File: src/rtl/i2s_pkg.sv
// Shared I2S encodings, receiver state type and the word-length helper.
package i2s_pkg;
    localparam logic [1:0] STD_PHILIPS = 2'b00;
    localparam logic [1:0] STD_LJ      = 2'b01;
    localparam logic [1:0] WS16        = 2'b00;
    localparam logic [1:0] WS32        = 2'b01;

    typedef enum logic [1:0] {IDLE, SHIFT_L, SHIFT_R, SHIFT_M} rx_state_t;

    function automatic logic [5:0] word_len(input logic [1:0] word_size);
        return (word_size == WS16) ? 6'd16 : 6'd32;
    endfunction
endpackage

File: src/rtl/i2s_rx_shreg.sv
// Serial-in shift register with bit counter; done strobes on the edge that takes the word's last bit.
module i2s_rx_shreg #(
    parameter int W = 32
) (
    input  logic         rclk,
    input  logic         rst,
    input  logic         clr,
    input  logic         shift,
    input  logic         sd,
    input  logic [5:0]   n,
    output logic [W-1:0] word_nxt,
    output logic         done
);
    logic [W-2:0] shreg;
    logic [5:0]   count;

    // word_nxt already includes the bit being sampled, so the word is usable on the done edge.
    assign word_nxt = {shreg, sd};
    assign done     = shift && (count == n - 6'd1);

    always_ff @(posedge rclk or posedge rst) begin
        if (rst) begin
            shreg <= '0;
            count <= '0;
        end else if (clr || done) begin
            shreg <= '0;
            count <= '0;
        end else begin
            shreg <= word_nxt[W-2:0];
            count <= count + 6'd1;
        end
    end
endmodule

File: src/rtl/i2s_rx_deser.sv
// I2S receive deserialiser: locks to ws, assembles L/R (or mono) words, hands frames over valid/ready.
// Defining RX_WS_CHECK_EN adds the ws_err output and re-hunts on a misplaced or missing ws edge.
module i2s_rx_deser
    import i2s_pkg::*;
#(
    parameter int DATA_W = 32
) (
    input  logic              rclk,
    input  logic              rst,
    input  logic              en,
    input  logic              stereo,
    input  logic [1:0]        standard,
    input  logic [1:0]        word_size,
    input  logic              sd,
    input  logic              ws,
    input  logic              dout_ready,
    output logic [DATA_W-1:0] doutL,
    output logic [DATA_W-1:0] doutR,
    output logic              dout_valid,
    output logic              locked,
    output logic              overrun,
`ifdef RX_WS_CHECK_EN
    output logic              ws_err,
`endif
    output rx_state_t         state_dbg
);
    // Handshake: dout_valid holds a frame until a posedge with dout_ready=1; a frame completing
    // while dout_valid=1 and dout_ready=0 is dropped and overrun latches.
    rx_state_t         state, state_nxt;
    logic              ws_q, ws_fall, start, start_lj, shift, clr;
    logic              sr_done, word_done, frame_done, ws_bad;
    logic [5:0]        cfg_n;
    logic [DATA_W-1:0] sr_word, left_hold;

    assign ws_fall    = ws_q & ~ws;
    assign start      = en && (state == IDLE) && (stereo ? ws_fall : 1'b1);
    assign start_lj   = start && (standard != STD_PHILIPS);
    assign shift      = en && ((state != IDLE) || start_lj);
    assign clr        = !shift || ws_bad;
    assign word_done  = sr_done && !ws_bad;
    assign frame_done = word_done && ((state == SHIFT_R) || (state == SHIFT_M));

    i2s_rx_shreg #(.W(DATA_W)) u_shreg (
        .rclk     (rclk),
        .rst      (rst),
        .clr      (clr),
        .shift    (shift),
        .sd       (sd),
        .n        (cfg_n),
        .word_nxt (sr_word),
        .done     (sr_done)
    );

`ifdef RX_WS_CHECK_EN
    logic       ws_edge, first_q, exp_edge;
    logic [1:0] cfg_std;

    // Philips moves ws on a word's last bit, left-justified on the first bit of the next word.
    assign ws_edge  = ws ^ ws_q;
    assign exp_edge = (cfg_std == STD_PHILIPS) ? sr_done : first_q;
    assign ws_bad   = en && ((state == SHIFT_L) || (state == SHIFT_R)) && (ws_edge != exp_edge);

    always_ff @(posedge rclk or posedge rst) begin
        if (rst) begin
            cfg_std <= STD_PHILIPS;
            first_q <= 1'b0;
            ws_err  <= 1'b0;
        end else begin
            if (start || sr_done) cfg_std <= standard;
            first_q <= sr_done;
            ws_err  <= ws_bad;
        end
    end
`else
    assign ws_bad = 1'b0;
`endif

    always_ff @(posedge rclk or posedge rst) begin
        if (rst) state <= IDLE;
        else     state <= state_nxt;
    end

    always_comb begin
        state_nxt = state;
        if (!en || ws_bad) begin
            state_nxt = IDLE;
        end else begin
            case (state)
                IDLE:    if (start)   state_nxt = stereo ? SHIFT_L : SHIFT_M;
                SHIFT_L: if (sr_done) state_nxt = SHIFT_R;
                SHIFT_R: if (sr_done) state_nxt = stereo ? SHIFT_L : IDLE;
                SHIFT_M: if (sr_done) state_nxt = stereo ? IDLE : SHIFT_M;
                default:              state_nxt = IDLE;
            endcase
        end
    end

    always_comb begin
        locked    = (state != IDLE);
        state_dbg = state;
    end

    // Mode fields are taken only at word boundaries so a mid-word change cannot split a word.
    always_ff @(posedge rclk or posedge rst) begin
        if (rst) begin
            ws_q       <= 1'b0;
            cfg_n      <= 6'd16;
            left_hold  <= '0;
            doutL      <= '0;
            doutR      <= '0;
            dout_valid <= 1'b0;
            overrun    <= 1'b0;
        end else begin
            ws_q <= ws;
            if (start || sr_done) cfg_n <= word_len(word_size);
            if (word_done && (state == SHIFT_L)) left_hold <= sr_word;
            if (frame_done) begin
                if (!dout_valid || dout_ready) begin
                    doutL      <= (state == SHIFT_R) ? left_hold : sr_word;
                    doutR      <= (state == SHIFT_R) ? sr_word : '0;
                    dout_valid <= 1'b1;
                end else begin
                    overrun <= 1'b1;
                end
            end else if (dout_ready) begin
                dout_valid <= 1'b0;
            end
        end
    end
endmodule

File: config.mk
export PLATFORM = sky130hd
export DESIGN_NAME = i2s_rx_deser
export DESIGN_NICKNAME = d
export VERILOG_FILES = /design/src/rtl/i2s_pkg.sv /design/src/rtl/i2s_rx_shreg.sv /design/src/rtl/i2s_rx_deser.sv
export SDC_FILE = /design/constraint.sdc
export NUM_CORES = 1
export LEC_CHECK = 0
export ABC_AREA = 1
export ABC_CLOCK_PERIOD_IN_PS = 10850
export CELL_PAD_IN_SITES_DETAIL_PLACEMENT = 0
export CELL_PAD_IN_SITES_GLOBAL_PLACEMENT = 1
export CORE_UTILIZATION = 34
export CTS_CLUSTER_SIZE = 20
export DETAILED_ROUTE_END_ITERATION = 16
export GPL_TIMING_DRIVEN = 1
export PLACE_DENSITY = 0.7
export SLEW_MARGIN = 20
export SYNTH_ARGS = -nofsm -noshare
export SYNTH_HDL_FRONTEND = slang
export SYNTH_SLANG_ARGS = --single-unit
File: constraint.sdc
create_clock -name rclk -period 10.85 [get_ports rclk]
set_input_delay 1.6275 -clock rclk [delete_from_list [all_inputs] [get_ports rclk]]
set_output_delay 1.6275 -clock rclk [all_outputs]
set_load 0.1 [all_outputs]
==> impl_metrics.toml, run 1 <==
[run_status]
status = "finished clean"

[clock_tree]
clockBufferDepth = 2
clock_sinks = 140
clk_latency_ns = 0.42
postCtsSetupBuffers = 0
cts.repair.resized = 0
cts_made_buffers = 17
clk_pin_slew_worst_paths_ns = 0.05
hold_buffers = 0
cts_root_buf = "clkbuf_16"
htreeDepth = 4
cts_tree = "yes"

[layout]
syn_to_final_growth_pct = 23.2
fin_nets = 761
finish.instance_area_sq_um = 7680
layout-drive-gt1-share_pct = 11.3
fillers = 1763
fin_cells = 991
antenna_cells = 0

[worst_setup_path]
critPathLaunchType = "input pin"
cp_data_required_time_ns = 11.12
r2r_end = "left_hold[21]"
end_kind = "register"
worst-path-buf-inv = 3
ff2ff_path_depth = 9
worst-setup-path-type = "input pin to register"
slowest_stage = "clkdlybuf4s50_1"
cp_data_arrival_time_ns = 4.18
r2r_start = "u_shreg.count[0]"
regToRegSetupSlack_ns = 8.06
crit_path_max_incr_delay_ns = 0.62
cpLargestDelayFamily = "buffers and inverters"
crit_chain = "clkdlybuf4s50_1 > inv_2 > nor2_2 > a21oi_2 > nor2_4 > buf_4 > nand2_4 > nand2_1 > o21ai_2"
cp_max_fo = 67
crit_path_start = "en"

[yosys]
synth_area_sq_um = 6230
yosys.area.top_type = "dfrtp_1"
ys.warnings.count = 0
synth_area_per_cell_sq_um = 9.00
synth_enable_flop_cells = 0
synth_flop_cell = "dfrtp_1"
ys_types = 28
syn_nets = 704
ys_ff_latch = 140
synth.top_cell.area_share_pct = 55.8
netlist_top_cells_area = "dfrtp_1, nand2_1, nand4_1, o21ai_2, nor2_1"
ys_seq_area_share_pct = 56.2
netlist_instances = 692
ys_async_sr_fraction_pct = 100

[placement]
placed_cells = 959
place.gp.congestion = 0.791
io_buffers = 79
postPlaceCellArea_sq_um = 7010
dp_slack_ns = 6.51
dp_hpwl_um = 8110

[global_routing]
met1_usage_pct = 21.6
first_global_vias = 4635
grtUsageTotal_pct = 15.8
overflow = 0
met2_usage_pct = 23.9
use_met3_pct = 3.75
grt_pass1_wl_um = 23100
antenna_found_initial = 0
grt_max_degree = 76
gr-max-usage-layer = "met2"

[timing]
worstMarginPinSlew_ns = 1.03
setup_ws_ns = 6.94
slew_headroom_pct = 31.2
hold_violations = 0
layout_worst_path_cycle_share_pct = 36.0
tns_ns = 0
fmax_ghz = 0.256
min_period_ns = 3.91
fin_skew_ns = 0.0105
rsz0062_at_grt = "no"
drv_slew = 0
finalSetupViolCount = 0

[detailed_routing]
wl_per_cell_um = 13.5
routed_wl_um = 13400
ant_nets = 0
vias = 4727
route.detailed.drc = 0
vias_per_cell = 4.77
drtPass1Iterations = 4
drt_iter0_markers = 326

[die]
fp.dieH_um = 137
die_area_sq_um = 18900
die_w_um = 137
start_util_pct = 34.7
top_level_ports = 80
rows = 49
core_sq_um = 18000

[power]
p_per_area_nw_per_um2 = 188
finalPower_mw = 1.44
p_leak_nw = 3.60
peakVddDrop_mv = 0.256

[min_path]
holdCritStartpoint = "doutL[21]"
hold_depth = 2
hold_path.class = "register to register"
hold_end = "doutL[21]"

[flow_run]
drv_cap = 0
-- placed cells by master, fill, tap and decap left out, drive strengths merged --
cell type,netlist,layout
clkdlybuf4s50,0,79
nor3b,2,2
clkinv,0,1
o21ai,68,68
buf,36,5
ha,1,1
nand4,68,68
dfstp,1,1
clkinvlp,0,4
xor2,2,2
nand2,224,224
nor2,81,81
dfrtp,139,139
a21oi,1,1
clkbuf,10,22
o21bai,1,1
bufinv,0,5
nand3b,1,1
nand3,5,5
inv,52,52
-- area by class of cell --
cell class | count | area (sq um) | share of cell area (%)
timing repair buffer | 84 | 828 | 10.8
tap | 229 | 287 | 3.73
multi-input combinational | 454 | 2190 | 28.5
clock inverter | 10 | 185 | 2.41
inverter | 52 | 200 | 2.61
sequential | 140 | 3510 | 45.7
clock buffer | 22 | 484 | 6.31
-- Yosys cell counts (all sizes together), types with 2 or more instances --
| cell type | number |
|---|---|
| nand4 | 68 |
| nand2 | 224 |
| clkbuf | 10 |
| xor2 | 2 |
| dfrtp | 139 |
| inv | 52 |
| nand3 | 5 |
| nor3b | 2 |
| o21ai | 68 |
| buf | 36 |
| nor2 | 81 |
-- logic make-up (layout without fill, tap and decap cells) --
kind of cell,count (synthesis),after routing,share of synthesized area (%)
and+or+nand+nor,381,381,26.9
DFF,140,140,56.2
buffers and inverters,98,168,8.67
AOI/OAI and AO/OA,70,70,7.71
xor gates and xnor gates,2,2,0.281
adders and majority gates,1,1,0.201
-- where the power goes --
group | internal, mW | switching (mW)
Clock | 0.432 | 0.220
Combinational | 0.0432 | 0.197
Sequential | 0.537 | 0.0121
Total | 1.01 | 0.429
-- metrics by stage --
stage | hold WS, ns | util [%]
6_report | 0.470 | 42.7
3_3_place_gp | 0.445 | 39.0
4_1_cts | 0.476 | 42.7
5_1_grt | 0.494 | 42.7
3_5_place_dp | 0.462 | 39.0
2_1_floorplan | 0.433 | -
-- flip-flops by register name, indices dropped and copies added (netlist names) --
register and flops:
overrun 1, doutR 32, u_shreg.count 6, left_hold 32, cfg_n 2, u_shreg.shreg 31, doutL 32, ws_q 1
dout_valid 1, state_dbg 2
-- layer usage --
layer | part of all wire, % | up-vias
met4 | 1.5 | 0
met1 | 49 | 2268
li1 | - | 2347
met5 | 0 | -
met2 | 45 | 97
met3 | 4.5 | 15
-- how the worst max path moves through the flow --
stage | end | slack, ns | cells after the start
6_report | left_hold[21] | 6.94 | 9
5_1_grt | left_hold[21] | 6.66 | 9
4_1_cts | left_hold[21] | 6.95 | 9
3_5_place_dp | left_hold[21] | 6.51 | 9
3_3_place_gp | left_hold[10] | 6.62 | 9
2_1_floorplan | cfg_n[5] | 5.47 | 1
-- worst register-to-register path, delay by kind of cell (launching register included) --
family / cells / cell delay, ns
AO/OA/AOI/OAI: 1 / 0.08
adder cells (fa/ha/maj): 1 / 0.17
buffers and inverters: 1 / 0.53
flip-flops: 1 / 0.38
AND/OR/NAND/NOR: 6 / 1.49
(Power assumes the default switching activity.)
==> inputs of run 2 (changes only) <==
- ABC_CLOCK_PERIOD_IN_PS: 10850 -> 3800
- clock period: 10.85 -> 3.8 ns (I/O delays scaled with it)
==> run 2 against run 1 <==
Non-clock buffer count rose by 1. Die area unchanged. Critical path depth decreased by 8. Combinational power rose to 2.9 times the previous value. Flip-flop and latch count stayed put. Sequential share of layout area increased by 0.29 points. Sequential power grew to 2.9 times the previous value. Largest cell class unchanged.
==> impl_metrics.toml, run 2 (synthesis gave the netlist of run 1 again) <==
[clock_tree]
cts_made_buffers = 17
clk_latency_ns = 0.43
clock_sinks = 140
htreeDepth = 4
hold_buffers = 0
cts.repair.resized = 0
postCtsSetupBuffers = 0
cts_tree = "yes"
clk_pin_slew_worst_paths_ns = 0.06
clockBufferDepth = 2
cts_root_buf = "clkbuf_16"

[min_path]
hold_path.class = "register to register"

[worst_setup_path]
end_kind = "primary output"
cp_data_required_time_ns = 3.23
ff2ff_path_depth = 4
critPathLaunchType = "register"
worst-path-buf-inv = 1
cp_max_fo = 5
crit_chain = "clkdlybuf4s50_1"
r2r_end = "doutR[28]"
crit_path_end = "state_dbg[0]"
regToRegSetupSlack_ns = 1.33
r2r_start = "state_dbg[1]"
worst-setup-path-type = "register to primary output"
cp_data_arrival_time_ns = 2.05
crit_path_start = "state_dbg[0]"
slowest_stage = "clkdlybuf4s50_1"
crit_path_max_incr_delay_ns = 1.17
cpLargestDelayFamily = "buffers and inverters"
cp.depth = 1

[layout]
multi_input_area_sq_um = 2190
post-route-util_pct = 42.5
fillers = 1761
fin_nets = 762
regArea_sq_um = 3510
reg.largest.list = "doutL: 32 flops, doutR: 32 flops, left_hold: 32 flops"
antenna_cells = 0
syn_to_final_growth_pct = 22.4
most-common-layout-cells = "nand2_1, dfrtp_1, clkdlybuf4s50_1"
layout-drive-gt1-share_pct = 11.5
final_common_cell = "nand2_1"

[timing]
worstMarginPinSlew_ns = 1.00
hold_violations = 0
setup_ws_ns = 1.18
finalSetupViolCount = 0
fin_skew_ns = 0.0156
drv_slew = 0
fmax_ghz = 0.381
layout_worst_path_cycle_share_pct = 69.1
slew_headroom_pct = 32.9
min_period_ns = 2.62
rsz0062_at_grt = "no"
tns_ns = 0

[placement]
dp_hpwl_um = 7980
io_buffers = 79
dp_slack_ns = 0.935
place.gp.congestion = 0.814

[detailed_routing]
drtPass1Iterations = 5
ant_nets = 0
route.detailed.drc = 0
drt_iter0_markers = 274
vias_per_cell = 4.70
routed_wl_um = 13600
vias = 4665
wl_per_cell_um = 13.7

[global_routing]
grtUsageTotal_pct = 15.9
grt_pass1_wl_um = 23000
first_global_vias = 4719
grt_max_degree = 141
antenna_found_initial = 0
overflow = 0

[power]
p_per_area_nw_per_um2 = 520
peakVddDrop_mv = 0.700
p_leak_nw = 3.59

[flow_run]
drv_cap = 0

[die]
core_sq_um = 18000
start_util_pct = 34.7
rows = 49
die_w_um = 137
die_area_sq_um = 18900
top_level_ports = 80
fp.dieH_um = 137

[run_status]
status = "finished clean"
run 2: cell types whose count changed in the layout (fill, tap and decap cells not counted), moves of 2 or more:
| cell | change |
|---|---|
| clkinv_2 | +5 |
| clkbuf_8 | -4 |
| buf_4 | +2 |
| clkdlybuf4s50_1 | -2 |
run 2: tightest hold or removal path: stages (launching register included):
cell     delay, ns
dfrtp_1       0.34
nand2_1       0.05
nand2_1       0.05
run 2: area by class of cell:
class / count / area share (%)
flip-flops and latches: 140 / 46.0
multi-input cells: 454 / 28.7
well taps: 229 / 3.76
inverters: 52 / 2.61
clock inverters: 13 / 2.28
repair buffers: 85 / 11.1
clock buffers: 19 / 5.68
run 2: power by group:
part / internal (mW) / switching (mW)
sequential: 1.53 / 0.0402
clock: 1.09 / 0.619
combinational: 0.120 / 0.565
run 2: stage by stage:
step / area, sq um / hold WS [ns] / cells / power [mW]
CTS: 7630 / 0.474 / 992 / 4.02
global placement: 7020 / 0.449 / 960 / 2.28
floorplan: 6230 / 0.433 / 692 / 2.14
detailed placement: 7020 / 0.462 / 960 / 2.29
global route: 7630 / 0.494 / 992 / 4.16
finish: 7630 / 0.472 / 992 / 3.97
run 2: layer usage:
| layer | part of all wire, % | vias to the layer above | GRT usage, % |
|---|---|---|---|
| li1 | - | 2354 | - |
| met1 | 50 | 2206 | 21.0 |
| met2 | 45 | 98 | 24.7 |
| met3 | 4.7 | 7 | 4.75 |
| met4 | 0.74 | 0 | 5.19 |
| met5 | 0 | - | 0 |
run 2: how the worst min path moves through the flow:
stage                           from               end  cells past startpoint  slack (ns)
floorplan           u_shreg.count[0]  u_shreg.count[0]                      1        0.43
global placement    u_shreg.count[0]  u_shreg.count[0]                      1        0.45
detailed placement          doutL[0]          doutL[0]                      2        0.46
CTS                         cfg_n[4]          cfg_n[4]                      2        0.47
global route                doutR[3]          doutR[3]                      2        0.49
finish                      doutR[4]          doutR[4]                      2        0.47
==> inputs of run 3 (changes only) <==
- ABC_CLOCK_PERIOD_IN_PS: 3800 -> 2210
- PLACE_DENSITY: 0.7 -> 0.73
- clock period: 3.8 -> 2.21 ns (I/O delays scaled with it)
==> run 3 against run 2 <==
Clock power is 64% higher. Sequential share of layout area fell by 0.075 points. First-iteration DRC count rose by 0.73%. Flip-flop and latch count stayed put. Sequential power grew 72%. Largest power group unchanged.
==> impl_metrics.toml, run 3 (synthesis gave the netlist of run 1 again) <==
[clock_tree]
cts.repair.resized = 0
clock_sinks = 140
hold_buffers = 0
cts_root_buf = "clkbuf_16"
clockBufferDepth = 2
postCtsSetupBuffers = 0
htreeDepth = 4
clk_pin_slew_worst_paths_ns = 0.06
clk_latency_ns = 0.42
cts_tree = "yes"
cts_made_buffers = 17

[timing]
rsz0062_at_grt = "no"
slew_headroom_pct = 61.2
fin_skew_ns = 0.00895
hold_violations = 0
min_period_ns = 1.89
finalSetupViolCount = 0
tns_ns = 0
worstMarginPinSlew_ns = 0.583
layout_worst_path_cycle_share_pct = 85.7
fmax_ghz = 0.528
drv_slew = 0

[die]
die_w_um = 137
rows = 49
fp.dieH_um = 137
top_level_ports = 80
core_sq_um = 18000
die_area_sq_um = 18900
start_util_pct = 34.7

[global_routing]
grtUsageTotal_pct = 16.0
overflow = 0
antenna_found_initial = 0
grt_pass1_wl_um = 23100
grt_max_degree = 94
first_global_vias = 4657

[layout]
syn_to_final_growth_pct = 22.6
most-common-layout-cells = "nand2_1, dfrtp_1, nor2_1, buf_4, nand4_1"
antenna_cells = 0
final_common_cell = "nand2_1"
fin_nets = 773
layout-drive-gt1-share_pct = 21.7
reg.largest.list = "doutL: 32 flops, doutR: 32 flops, left_hold: 32 flops"

[worst_setup_path]
critPathLaunchType = "register"
ff2ff_path_depth = 8
worst-setup-path-type = "register to register"
cp_data_required_time_ns = 2.56
end_kind = "register"
cp_data_arrival_time_ns = 2.25
cp_max_fo = 66

[flow_run]
drv_cap = 0

[power]
p_per_area_nw_per_um2 = 896
peakVddDrop_mv = 1.33
finalPower_mw = 6.85
p_leak_nw = 3.81

[detailed_routing]
drt_iter0_markers = 276
ant_nets = 0
drtPass1Iterations = 4
route.detailed.drc = 0
vias_per_cell = 4.66
routed_wl_um = 13600
wl_per_cell_um = 13.6
vias = 4675

[min_path]
hold_depth = 1
hold_path.class = "input pin to register"

[placement]
io_buffers = 79
place.gp.congestion = 0.762
dp_hpwl_um = 8800

[run_status]
status = "finished clean"
## run 3: cell count changes in the layout (fill, tap and decap cells not counted), moves of 2 or more
cell and delta:
buf_12 +9, buf_4 +69, bufinv_16 -2, clkdlybuf4s50_1 -67
clkbuf_8 +3
## run 3: metal layers
metal,vias up,GRT usage (%),wire length (um)
li1,2373,-,-
met1,2199,21.6,6730
met2,86,25.0,6220
met3,17,3.42,462
met4,0,6.41,229
met5,-,0,0
## run 3: layout make-up
type / instances / area, sq um
fillers: 1764 / 10300
inverters: 52 / 203
clock buffers: 21 / 470
clock inverters: 11 / 118
well taps: 229 / 287
repair buffers: 96 / 871
flip-flops and latches: 140 / 3510
multi-input cells: 454 / 2190
## run 3: through the flow
| stage | setup slack [ns] | area, sq um | hold WS, ns | instances | utilization (%) |
|---|---|---|---|---|---|
| 4_1_cts | 0.298 | 7640 | 0.372 | 1003 | 42.5 |
| 6_report | 0.317 | 7640 | 0.386 | 1003 | 42.5 |
| 2_1_floorplan | 0.0673 | 6240 | 0.363 | 692 | - |
| 5_1_grt | 0.162 | 7640 | 0.388 | 1003 | 42.5 |
| 3_3_place_gp | 0.256 | 7050 | 0.443 | 971 | 39.3 |
| 3_5_place_dp | 0.223 | 7050 | 0.459 | 971 | 39.3 |
## run 3: critical path: stages (launching register included)
cell and delay [ns]:
dfrtp_1 0.37, ha_1 0.19, nand2_1 0.09, nor2_2 0.17
nand3_2 0.21, nor2_4 0.19, buf_12 0.29, nand4_1 0.19
nand2_1 0.12
## run 3: path summary, 6_finish.rpt
kind	from	endpoint	slack [ns]
worst max-delay path	u_shreg.count[0]	doutL[30]	0.32
worst min-delay path	ws	ws_q	0.39
worst max register to register	u_shreg.count[0]	doutL[30]	0.32
worst min register to register	u_shreg.count[0]	u_shreg.count[0]	0.46
max in group asynchronous	rst	doutR[15]	1.32
min in group asynchronous	rst	state_dbg[1]	0.44
## run 3: report_power, final
group | switching (mW) | internal [mW]
sequential | 0.0622 | 2.64
combinational | 1.01 | 0.342
clock | 1.05 | 1.74
